**src/rtl/fifo_stream_reader_pkg.sv**
```systemverilog
// Shared package for the FIFO reader/writer engines.
//   - Default widths and depths used as parameter defaults by the engines.
//   - fifo_rd_port_t: bundle type for a synchronous FIFO read port
//     (r_en, empty, rdata).
//   - wrap_inc: modulo-N increment shared by buffer pointers and packet
//     indices.
package fifo_stream_reader_pkg;

  localparam int DEF_DATA_WIDTH = 8;
  localparam int DEF_BUF_DEPTH  = 3;
  localparam int DEF_PKT_LEN    = 4;
  localparam int DEF_CNT_WIDTH  = 16;

  typedef struct packed {
    logic                      r_en;
    logic                      empty;
    logic [DEF_DATA_WIDTH-1:0] rdata;
  } fifo_rd_port_t;

  // Next value of an index that counts 0 .. limit-1 and wraps.
  function automatic int wrap_inc(input int idx, input int limit);
    return (idx >= limit - 1) ? 0 : idx + 1;
  endfunction

endpackage

```
**src/rtl/fifo_stream_reader_if.sv**
```systemverilog
// Handshake bundle between a FIFO read port, the reader engine and the
// downstream stream consumer.
//   fifo_empty / fifo_r_en / fifo_rdata : FIFO read port
//   m_valid / m_ready / m_data / m_last : valid/ready output stream
// master = reader engine, slave = FIFO + stream consumer side.
interface fifo_stream_reader_if
  import fifo_stream_reader_pkg::*;
#(
  parameter int DATA_WIDTH = DEF_DATA_WIDTH
);
  logic                  fifo_empty;
  logic                  fifo_r_en;
  logic [DATA_WIDTH-1:0] fifo_rdata;
  logic                  m_valid;
  logic                  m_ready;
  logic [DATA_WIDTH-1:0] m_data;
  logic                  m_last;

  modport master (
    input  fifo_empty,
    output fifo_r_en,
    input  fifo_rdata,
    output m_valid,
    input  m_ready,
    output m_data,
    output m_last
  );

  modport slave (
    output fifo_empty,
    input  fifo_r_en,
    output fifo_rdata,
    input  m_valid,
    output m_ready,
    input  m_data,
    input  m_last
  );
endinterface

```
**src/rtl/fifo_stream_reader_out_buf.sv**
```systemverilog
// Small circular output buffer with one push and one pop per cycle.
//   clk, rst_n  : clock, synchronous active-low reset
//   push        : write push_data at the tail (caller guarantees not full)
//   pop         : drop the head entry (caller guarantees not empty)
//   flush       : discard all entries; wins over push/pop
//   push_data   : data written on push
//   head_data   : oldest entry, meaningful only while occ != 0
//   occ         : number of stored entries, 0 .. BUF_DEPTH
module fifo_stream_reader_out_buf
  import fifo_stream_reader_pkg::*;
#(
  parameter  int DATA_WIDTH = DEF_DATA_WIDTH,
  parameter  int BUF_DEPTH  = DEF_BUF_DEPTH,
  localparam int PTR_W      = (BUF_DEPTH > 1) ? $clog2(BUF_DEPTH) : 1,
  localparam int OCC_W      = $clog2(BUF_DEPTH + 1)
) (
  input  logic                  clk,
  input  logic                  rst_n,
  input  logic                  push,
  input  logic                  pop,
  input  logic                  flush,
  input  logic [DATA_WIDTH-1:0] push_data,
  output logic [DATA_WIDTH-1:0] head_data,
  output logic [OCC_W-1:0]      occ
);

  logic [DATA_WIDTH-1:0] mem [BUF_DEPTH];
  logic [PTR_W-1:0]      wr_ptr;
  logic [PTR_W-1:0]      rd_ptr;

  always_ff @(posedge clk) begin
    if (!rst_n || flush) begin
      wr_ptr <= '0;
      rd_ptr <= '0;
      occ    <= '0;
    end else begin
      if (push) wr_ptr <= PTR_W'(wrap_inc(int'(wr_ptr), BUF_DEPTH));
      if (pop)  rd_ptr <= PTR_W'(wrap_inc(int'(rd_ptr), BUF_DEPTH));
      case ({push, pop})
        2'b10:   occ <= occ + 1'b1;
        2'b01:   occ <= occ - 1'b1;
        default: occ <= occ;
      endcase
    end
  end

  // Storage is data only; the pointers and occ define what is valid.
  always_ff @(posedge clk) begin
    if (push) mem[wr_ptr] <= push_data;
  end

  assign head_data = mem[rd_ptr];

endmodule

```
**src/rtl/fifo_stream_reader.sv**
```systemverilog
// Consumer-side engine for a synchronous FIFO with a 1-cycle registered
// read port. Reads are issued only when the result is guaranteed a buffer
// slot; the read latency is absorbed by the output buffer so the stream
// runs at one word per clock. Packet boundaries are tagged with m_last and
// transferred words are counted.
//   clk, rst_n  : clock, synchronous active-low reset
//   enable      : allow new FIFO reads (in-flight read still completes)
//   flush       : clear buffer, packet index and in-flight word
//   bus         : FIFO read port + output stream (master side)
//   busy        : read in flight or buffered data present
//   words_out   : running count of stream transfers, wraps
module fifo_stream_reader
  import fifo_stream_reader_pkg::*;
#(
  parameter int DATA_WIDTH = DEF_DATA_WIDTH,
  parameter int BUF_DEPTH  = DEF_BUF_DEPTH,
  parameter int PKT_LEN    = DEF_PKT_LEN,
  parameter int CNT_WIDTH  = DEF_CNT_WIDTH
) (
  input  logic                 clk,
  input  logic                 rst_n,
  input  logic                 enable,
  input  logic                 flush,
  fifo_stream_reader_if.master bus,
  output logic                 busy,
  output logic [CNT_WIDTH-1:0] words_out
);

  localparam int OCC_W = $clog2(BUF_DEPTH + 1);
  localparam int IDX_W = (PKT_LEN > 1) ? $clog2(PKT_LEN) : 1;

  logic             pending;
  logic             drop;
  logic [OCC_W-1:0] occ;
  logic [OCC_W:0]   committed;
  logic [IDX_W-1:0] pkt_idx;
  logic             push;
  logic             pop;

  // Slots already spoken for: buffered words plus the word in flight.
  // Issuing only below BUF_DEPTH makes buffer overflow impossible and keeps
  // m_ready out of the r_en path.
  assign committed     = {1'b0, occ} + (OCC_W + 1)'(pending);
  assign bus.fifo_r_en = enable & ~bus.fifo_empty & ~flush &
                         (committed < (OCC_W + 1)'(BUF_DEPTH));

  assign bus.m_valid = (occ != '0);
  assign bus.m_last  = bus.m_valid & (pkt_idx == IDX_W'(PKT_LEN - 1));
  assign busy        = pending | bus.m_valid;

  // Flush overrides both buffer operations so neither is counted.
  assign push = pending & ~drop & ~flush;
  assign pop  = bus.m_valid & bus.m_ready & ~flush;

  fifo_stream_reader_out_buf #(
    .DATA_WIDTH (DATA_WIDTH),
    .BUF_DEPTH  (BUF_DEPTH)
  ) u_buf (
    .clk       (clk),
    .rst_n     (rst_n),
    .push      (push),
    .pop       (pop),
    .flush     (flush),
    .push_data (bus.fifo_rdata),
    .head_data (bus.m_data),
    .occ       (occ)
  );

  // Read-issue stage -> data-landing stage: pending marks that fifo_rdata
  // carries a fresh word at the next edge; drop poisons that word after a
  // flush.
  always_ff @(posedge clk) begin
    if (!rst_n) begin
      pending   <= 1'b0;
      drop      <= 1'b0;
      pkt_idx   <= '0;
      words_out <= '0;
    end else begin
      pending <= bus.fifo_r_en;
      drop    <= flush & pending;
      if (flush) begin
        pkt_idx <= '0;
      end else if (pop) begin
        pkt_idx <= IDX_W'(wrap_inc(int'(pkt_idx), PKT_LEN));
      end
      if (pop) words_out <= words_out + 1'b1;
    end
  end

endmodule
```
**src/flat_wrapper.sv**
```systemverilog
// flat-port wrapper written by rule: the top's interface ports become plain ports
module fifo_stream_reader_flat import fifo_stream_reader_pkg::*;
#(
  parameter int DATA_WIDTH = DEF_DATA_WIDTH,
  parameter int BUF_DEPTH  = DEF_BUF_DEPTH,
  parameter int PKT_LEN    = DEF_PKT_LEN,
  parameter int CNT_WIDTH  = DEF_CNT_WIDTH
)
  (clk, rst_n, enable, flush, busy, words_out, bus_fifo_empty, bus_fifo_r_en, bus_fifo_rdata, bus_m_valid, bus_m_ready, bus_m_data, bus_m_last);
  fifo_stream_reader_if #(.DATA_WIDTH(DATA_WIDTH)) bus_i ();
  input  logic clk;
  input  logic rst_n;
  input  logic enable;
  input  logic flush;
  output logic busy;
  output logic [CNT_WIDTH-1:0] words_out;
  input wire logic [$bits(bus_i.fifo_empty)-1:0] bus_fifo_empty;
  output wire logic [$bits(bus_i.fifo_r_en)-1:0] bus_fifo_r_en;
  input wire logic [$bits(bus_i.fifo_rdata)-1:0] bus_fifo_rdata;
  output wire logic [$bits(bus_i.m_valid)-1:0] bus_m_valid;
  input wire logic [$bits(bus_i.m_ready)-1:0] bus_m_ready;
  output wire logic [$bits(bus_i.m_data)-1:0] bus_m_data;
  output wire logic [$bits(bus_i.m_last)-1:0] bus_m_last;
  assign bus_i.fifo_empty = bus_fifo_empty;
  assign bus_fifo_r_en = bus_i.fifo_r_en;
  assign bus_i.fifo_rdata = bus_fifo_rdata;
  assign bus_m_valid = bus_i.m_valid;
  assign bus_i.m_ready = bus_m_ready;
  assign bus_m_data = bus_i.m_data;
  assign bus_m_last = bus_i.m_last;
  fifo_stream_reader #(.DATA_WIDTH(DATA_WIDTH), .BUF_DEPTH(BUF_DEPTH), .PKT_LEN(PKT_LEN), .CNT_WIDTH(CNT_WIDTH)) u_core (.clk(clk), .rst_n(rst_n), .enable(enable), .flush(flush), .bus(bus_i), .busy(busy), .words_out(words_out));
endmodule
```
**config.mk**
```make
export PLATFORM = sky130hd
export DESIGN_NAME = fifo_stream_reader_flat
export DESIGN_NICKNAME = d
export VERILOG_FILES = /design/src/rtl/fifo_stream_reader_pkg.sv /design/src/rtl/fifo_stream_reader_if.sv /design/src/rtl/fifo_stream_reader_out_buf.sv /design/src/rtl/fifo_stream_reader.sv /design/src/flat_wrapper.sv
export SDC_FILE = /design/constraint.sdc
export NUM_CORES = 1
export LEC_CHECK = 0
export ABC_AREA = 0
export BUFFER_PORTS_ARGS = -buffer_cell sky130_fd_sc_hd__buf_4
export CAP_MARGIN = 30
export CORE_ASPECT_RATIO = 1.1
export CORE_MARGIN = 2
export CORE_UTILIZATION = 35
export DETAILED_ROUTE_END_ITERATION = 16
export GPL_TIMING_DRIVEN = 0
export SYNTH_ARGS = -nofsm -noshare
export SYNTH_HDL_FRONTEND = slang
export SYNTH_SLANG_ARGS = --single-unit
```
**constraint.sdc**
```tcl
create_clock -name clk -period 2.9 [get_ports clk]
set_input_delay 0.145 -clock clk [delete_from_list [all_inputs] [get_ports clk]]
set_output_delay 0.145 -clock clk [all_outputs]
set_load 0.005 [all_outputs]
```
# == After elaboration in Yosys (flattened, before gate mapping) ==
# Memories as Yosys holds them, arrays and structs flattened. A register that Yosys moved wholly into a read port is not among the register bits.
# Cells that the tools add are included.
# classes
addsub,7
n_lt_le_gt_ge,4
eq_ne,3
mux,8
bitwise,14
reduce_logical,5
# ops
cell,count
adder 16 x 1 -> 16 bit (second input constant),1
two-way mux 2 bit,5
AND 1 bit,9
adder 2 x 1 -> 2 bit (second input constant),4
greater-or-equal comparator 2 bit (second input constant),3
equality test 2 bit (second input constant),2
inverter 1 bit,4
case mux 2 bit (2 select lines),1
nonzero test 2 bit,2
adder 2 x 1 -> 3 bit,1
less-than comparator 3 x 2 -> 1 bit (second input constant),1
equality test 2 x 1 -> 1 bit (second input constant),1
two-way mux 1 bit,2
OR reduction 2 bit,1
subtractor 2 x 1 -> 2 bit (second input constant),1
zero test 1 bit,1
logical OR 1 bit,1
bitwise OR 1 bit,1
# word_totals
regBits,26
mem_bits_rw,24
inputBits,14
elab_cells,49
memories,1
# memory_table
memory,words,word_bits,read_ports,rd_ports_with_merged_regs,wr,line,rtl
u_core.u_buf.mem,3,8,1,1,1,fifo_stream_reader_out_buf.sv:27,logic [DATA_WIDTH-1:0] mem [BUF_DEPTH];

# == Logic depth before layout (Yosys ltp) ==
# depth
word_depth,5
mapped_depth,9
mapped_depth_nobuf,8

# == By module ==
# From an unflattened synthesis, not the netlist that was laid out.
# hier_totals
cells_unflattened,192
area_unflattened_um2,2157.1
# by_module_without_submodules
module,instances,cells_per_inst,area_per_inst_um2,seq_area_each_um2
fifo_stream_reader_out_buf,1,83,1188.6,880.8
fifo_stream_reader,1,109,968.4,400.4

# == Worst setup path before layout ==
# Ideal clock, no wire load.
# synth_path
kind,reg2reg
from,register u_core.u_buf.occ[0]
to,register u_core.u_buf.occ[1]
setup_ns,0.070
arrival_ns,1.931
required_ns,2.830
setup_slack_ns,0.899
stages_incl_launch_ff,9
path_buffers,1
cell_sequence,dfxtp_1 nor2_2 inv_1 nand2_1 clkbuf_1 inv_1 ha_1 or3_1 a21oi_1
# synth_via
elab_chain_cells,5
# synth_rtl
item,line,rtl
start: declaration,fifo_stream_reader_out_buf.sv:24,output logic [OCC_W-1:0] occ
start signal: assignment,fifo_stream_reader_out_buf.sv:40,2'b10: occ <= occ + 1'b1;
start signal: assignment,fifo_stream_reader_out_buf.sv:41,2'b01: occ <= occ - 1'b1;
nonzero test 2 bit (*),fifo_stream_reader.sv:47,assign bus.m_valid = (occ != '0);
named net bus_m_valid,flat_wrapper.sv:20,output wire logic [$bits(bus_i.m_valid)-1:0] bus_m_valid;
AND 1 bit (*) (2 in a row),fifo_stream_reader.sv:53,assign pop = bus.m_valid & bus.m_ready & ~flush;
named net u_core.pop,fifo_stream_reader.sv:38,logic pop;
equality test 2 x 1 -> 1 bit / equality test 2 bit (equally long branches),fifo_stream_reader_out_buf.sv:39,"case ({push, pop})"
case mux 2 bit (2 select lines) / nonzero test 2 bit (equally long branches),n/a,
# Mark *: on every way through the listed nets, which the timed path passes. The rest lies on a longest branch.
# A chain may end at the register's enable or synchronous reset.

# == Worst setup path in the final report ==
# layout_path
from,register u_core.u_buf.occ[0]
to,register u_core.u_buf.occ[1]
# layout_via
elab_chain_cells,5
# layout_rtl
item,line
nonzero test 2 bit (*),fifo_stream_reader.sv:47
AND 1 bit (*) (2 in a row),fifo_stream_reader.sv:53
named net u_core.pop,fifo_stream_reader.sv:38
equality test 2 x 1 -> 1 bit / equality test 2 bit (equally long branches),fifo_stream_reader_out_buf.sv:39
case mux 2 bit (2 select lines) / nonzero test 2 bit (equally long branches),n/a
# Marks and branches as above.

==> flow_summary.toml <==
[status]
status = "completed"

[global_routing]
grt_max_degree = 17
grt_overflow_total = 0
grt_pass1_vias = 1425
grt_pass1_wl_um = 6650
antenna_found_initial = 0
grt_usage_pct = 12.8

[setup_path]
end_kind = "flip-flop"
cp.arrival_ns = 2.59
r2r_setup_slack_ns = 0.55
critical_path_class = "reg2reg"
cp_num_buf_inv = 3
crit_top_cell = "inv_1"
r2r-start = "u_core.u_buf.occ[0]"
cp_slowest_stage_delay_ns = 0.38
required_ns = 3.14
crit_family = "simple AND/OR/NAND/NOR gates"
worstPathCellList = "nor2_2, inv_1, nand2_1, clkbuf_1, inv_1, ha_1, or3_1, a21oi_1"
r2r_cells = 8
setup.worst_path.start_class = "flip-flop"
worstPathMaxFanout = 10
cpMaxStageDelayCell = "dfxtp_1"
r2r_end = "u_core.u_buf.occ[1]"

[synthesis]
avgSynthCellArea_um2 = 10.9
netlist_top_cells_area = "edfxtp_1, dfxtp_1, mux2i_1"
synth.top_cell.area_share_pct = 33.5
yosysMostFrequentCell = "dfxtp_1"
syn-num-nets = 217
synth_cell_types = 31
syn_area_um2 = 2150
synth_top_area_cell = "edfxtp_1"
synth_edf_count = 24
ys.flop_type = "dfxtp_1"
syn_inst = 198
ys_ff_latch = 52
yosys-top-cells-count = "dfxtp_1, nand2_1, edfxtp_1"
ys_seq_area_share_pct = 59.5
async_flop_share_pct = 0
yosysWarnings = 0

[cells_and_area]
nFillCells = 563
utilization_pct = 45.4
multi_input_area_um2 = 821
areaGrowthSynthToFinish_pct = 23.3
num_antenna_cells = 0
nets = 267
drive_gt1_share_pct = 22.1
regArea_um2 = 1280

[floorplan]
dieArea_um2 = 6790
row_count = 29
start_util_pct = 36.8
num_io_pins = 42
die_w_um = 78.8
chipHeight_um = 86.2
core-area_um2 = 5840

[cts]
root_buffer = "clkbuf_8"
clkLatencyLatePin_ns = 0.30
htreeDepth = 2
cts-buffers-inserted = 5
cts_setup_buffers = 0
cts_resized = 0
cts_tree = "yes"
clock_sinks = 52
clk_pin_slew_ns = 0.09
cts_max_path_buffers = 2
hold_buffers = 0

[sta]
finalHoldViolations = 0
setup_violations = 0
max_freq_ghz = 0.425
rsz0062_at_grt = "no"
clock_skew_ns = 0.00464
drv_slew = 0
tightest_slew_ns = 0.610
fin_crit_ns = 2.35
post-route-period-util_pct = 81.2
slew-limit-headroom_pct = 59.4
setup_tns_ns = 0

[placed_design]
hpwlAfterDp_um = 2950
io_buffers = 40
globalplace.congestion = 0.752

[min_path]
min_path_cells = 1
hold_start = "bus_fifo_rdata[7]"
holdPathEnd = "u_core.u_buf.mem[0][7]"
hold_path.class = "in2reg"

[detailed_routing]
viasPerCell = 4.88
vias = 1592
drc = 0
wl_um = 4140
drt-pass1-iter-count = 4
ant_nets = 0
drt_iter0_drc = 84
wl_per_cell_um = 12.7

[power]
power_frac_comb_pct = 3.3
cellPowerDensity_nw_per_um2 = 455
power_leakage_nw = 0.949
power.switching_mw = 0.255
swShare_pct = 21.1
intPower_mw = 0.953
pwr-share-clk_pct = 33.1
ir_worst_vdd_mv = 0.176
p_seq_share_pct = 63.6

[job]
cap_violations = 0
## per-stage QoR
step / power, mW / setup WS, ns / instances / hold slack (ns) / cell area (um^2)
3_5_place_dp: 0.826 / 0.546 / 318 / 0.341 / 2570
3_3_place_gp: 0.825 / 0.522 / 315 / 0.341 / 2550
4_1_cts: 1.22 / 0.522 / 326 / 0.0226 / 2650
5_1_grt: 1.26 / 0.309 / 326 / 0.0116 / 2650
6_report: 1.21 / 0.546 / 326 / 0.0331 / 2650
2_1_floorplan: 0.801 / 0.899 / 198 / 0.244 / 2150
## final cells by class
type                       count  area share, %
inverter                       5          0.707
timing repair buffer          43           12.0
sequential                    52           48.3
clock buffer                   5           2.59
multi-input combinational    133           30.9
tap                           77           3.63
buffer                         8           1.18
clock inverter                 3          0.707
## logic make-up after synthesis
logic type | synth area share (%)
compound gates | 6.86
xor+xnor | 3.66
fa+ha+maj | 2.91
buf+inv | 2.33
flops | 59.5
mux | 5.12
simple gates | 19.6
## worst register-to-register path: stages (launching register included)
cell      delay, ns
dfxtp_1        0.38
nor2_2         0.28
inv_1          0.14
nand2_1        0.09
clkbuf_1       0.31
inv_1          0.20
ha_1           0.37
or3_1          0.37
a21oi_1        0.14
## power groups by stage
stage	Combinational [mW]	Sequential (mW)	Clock [mW]
finish	0.0393	0.769	0.401
CTS	0.0397	0.769	0.415
detailed placement	0.0397	0.786	0
global placement	0.0393	0.786	0
floorplan	0.0152	0.786	0
global route	0.0440	0.769	0.449
## layer usage
layer  global-route usage [%]  vias to the layer above  wire, um
met5                        0                        -         0
met4                     4.78                        0        47
met3                     4.27                        6       278
met2                     20.4                       45      1900
met1                     16.2                      734      1910
li1                         -                      807         -
## sequential cells by signal, indices dropped and copies added, names as in the netlist, named ones only
register / count
u_core.pkt_idx: 2
u_core.u_buf.rd_ptr: 2
u_core.u_buf.mem: 24
u_core.drop: 1
u_core.pending: 1
u_core.words_out: 16
u_core.u_buf.occ: 2
u_core.u_buf.wr_ptr: 2
## cell usage in the layout (no fill, tap or decap), types with 3 or more instances in the layout
cell type / synthesis / routed
buf_4: 0 / 41
dfxtp_1: 28 / 28
nand2_1: 25 / 25
edfxtp_1: 24 / 24
a21oi_1: 14 / 14
mux2i_1: 11 / 11
o21ai_0: 11 / 11
nor2_1: 10 / 10
or3_1: 9 / 9
clkbuf_1: 7 / 7
xnor2_1: 6 / 6
inv_1: 5 / 5
nand2b_1: 5 / 5
nand3_1: 5 / 5
nor4_1: 5 / 5
ha_1: 5 / 5
clkbuf_8: 0 / 5
nor3b_1: 3 / 3
o31ai_1: 3 / 3
or4_1: 3 / 3
xor2_1: 3 / 3
## worst max path at each step
stage                   startpoint                  end  slack (ns)  depth (start not counted)
6_report       u_core.u_buf.occ[0]  u_core.u_buf.occ[1]        0.55                          8
5_1_grt        u_core.u_buf.occ[0]  u_core.u_buf.occ[1]        0.31                          8
4_1_cts        u_core.u_buf.occ[0]  u_core.u_buf.occ[1]        0.52                          8
3_5_place_dp   u_core.u_buf.occ[0]  u_core.u_buf.occ[1]        0.55                          8
3_3_place_gp   u_core.u_buf.occ[0]  u_core.u_buf.occ[1]        0.52                          8
2_1_floorplan  u_core.u_buf.occ[0]  u_core.u_buf.occ[1]        0.90                          8
(Power assumes the default switching activity.)
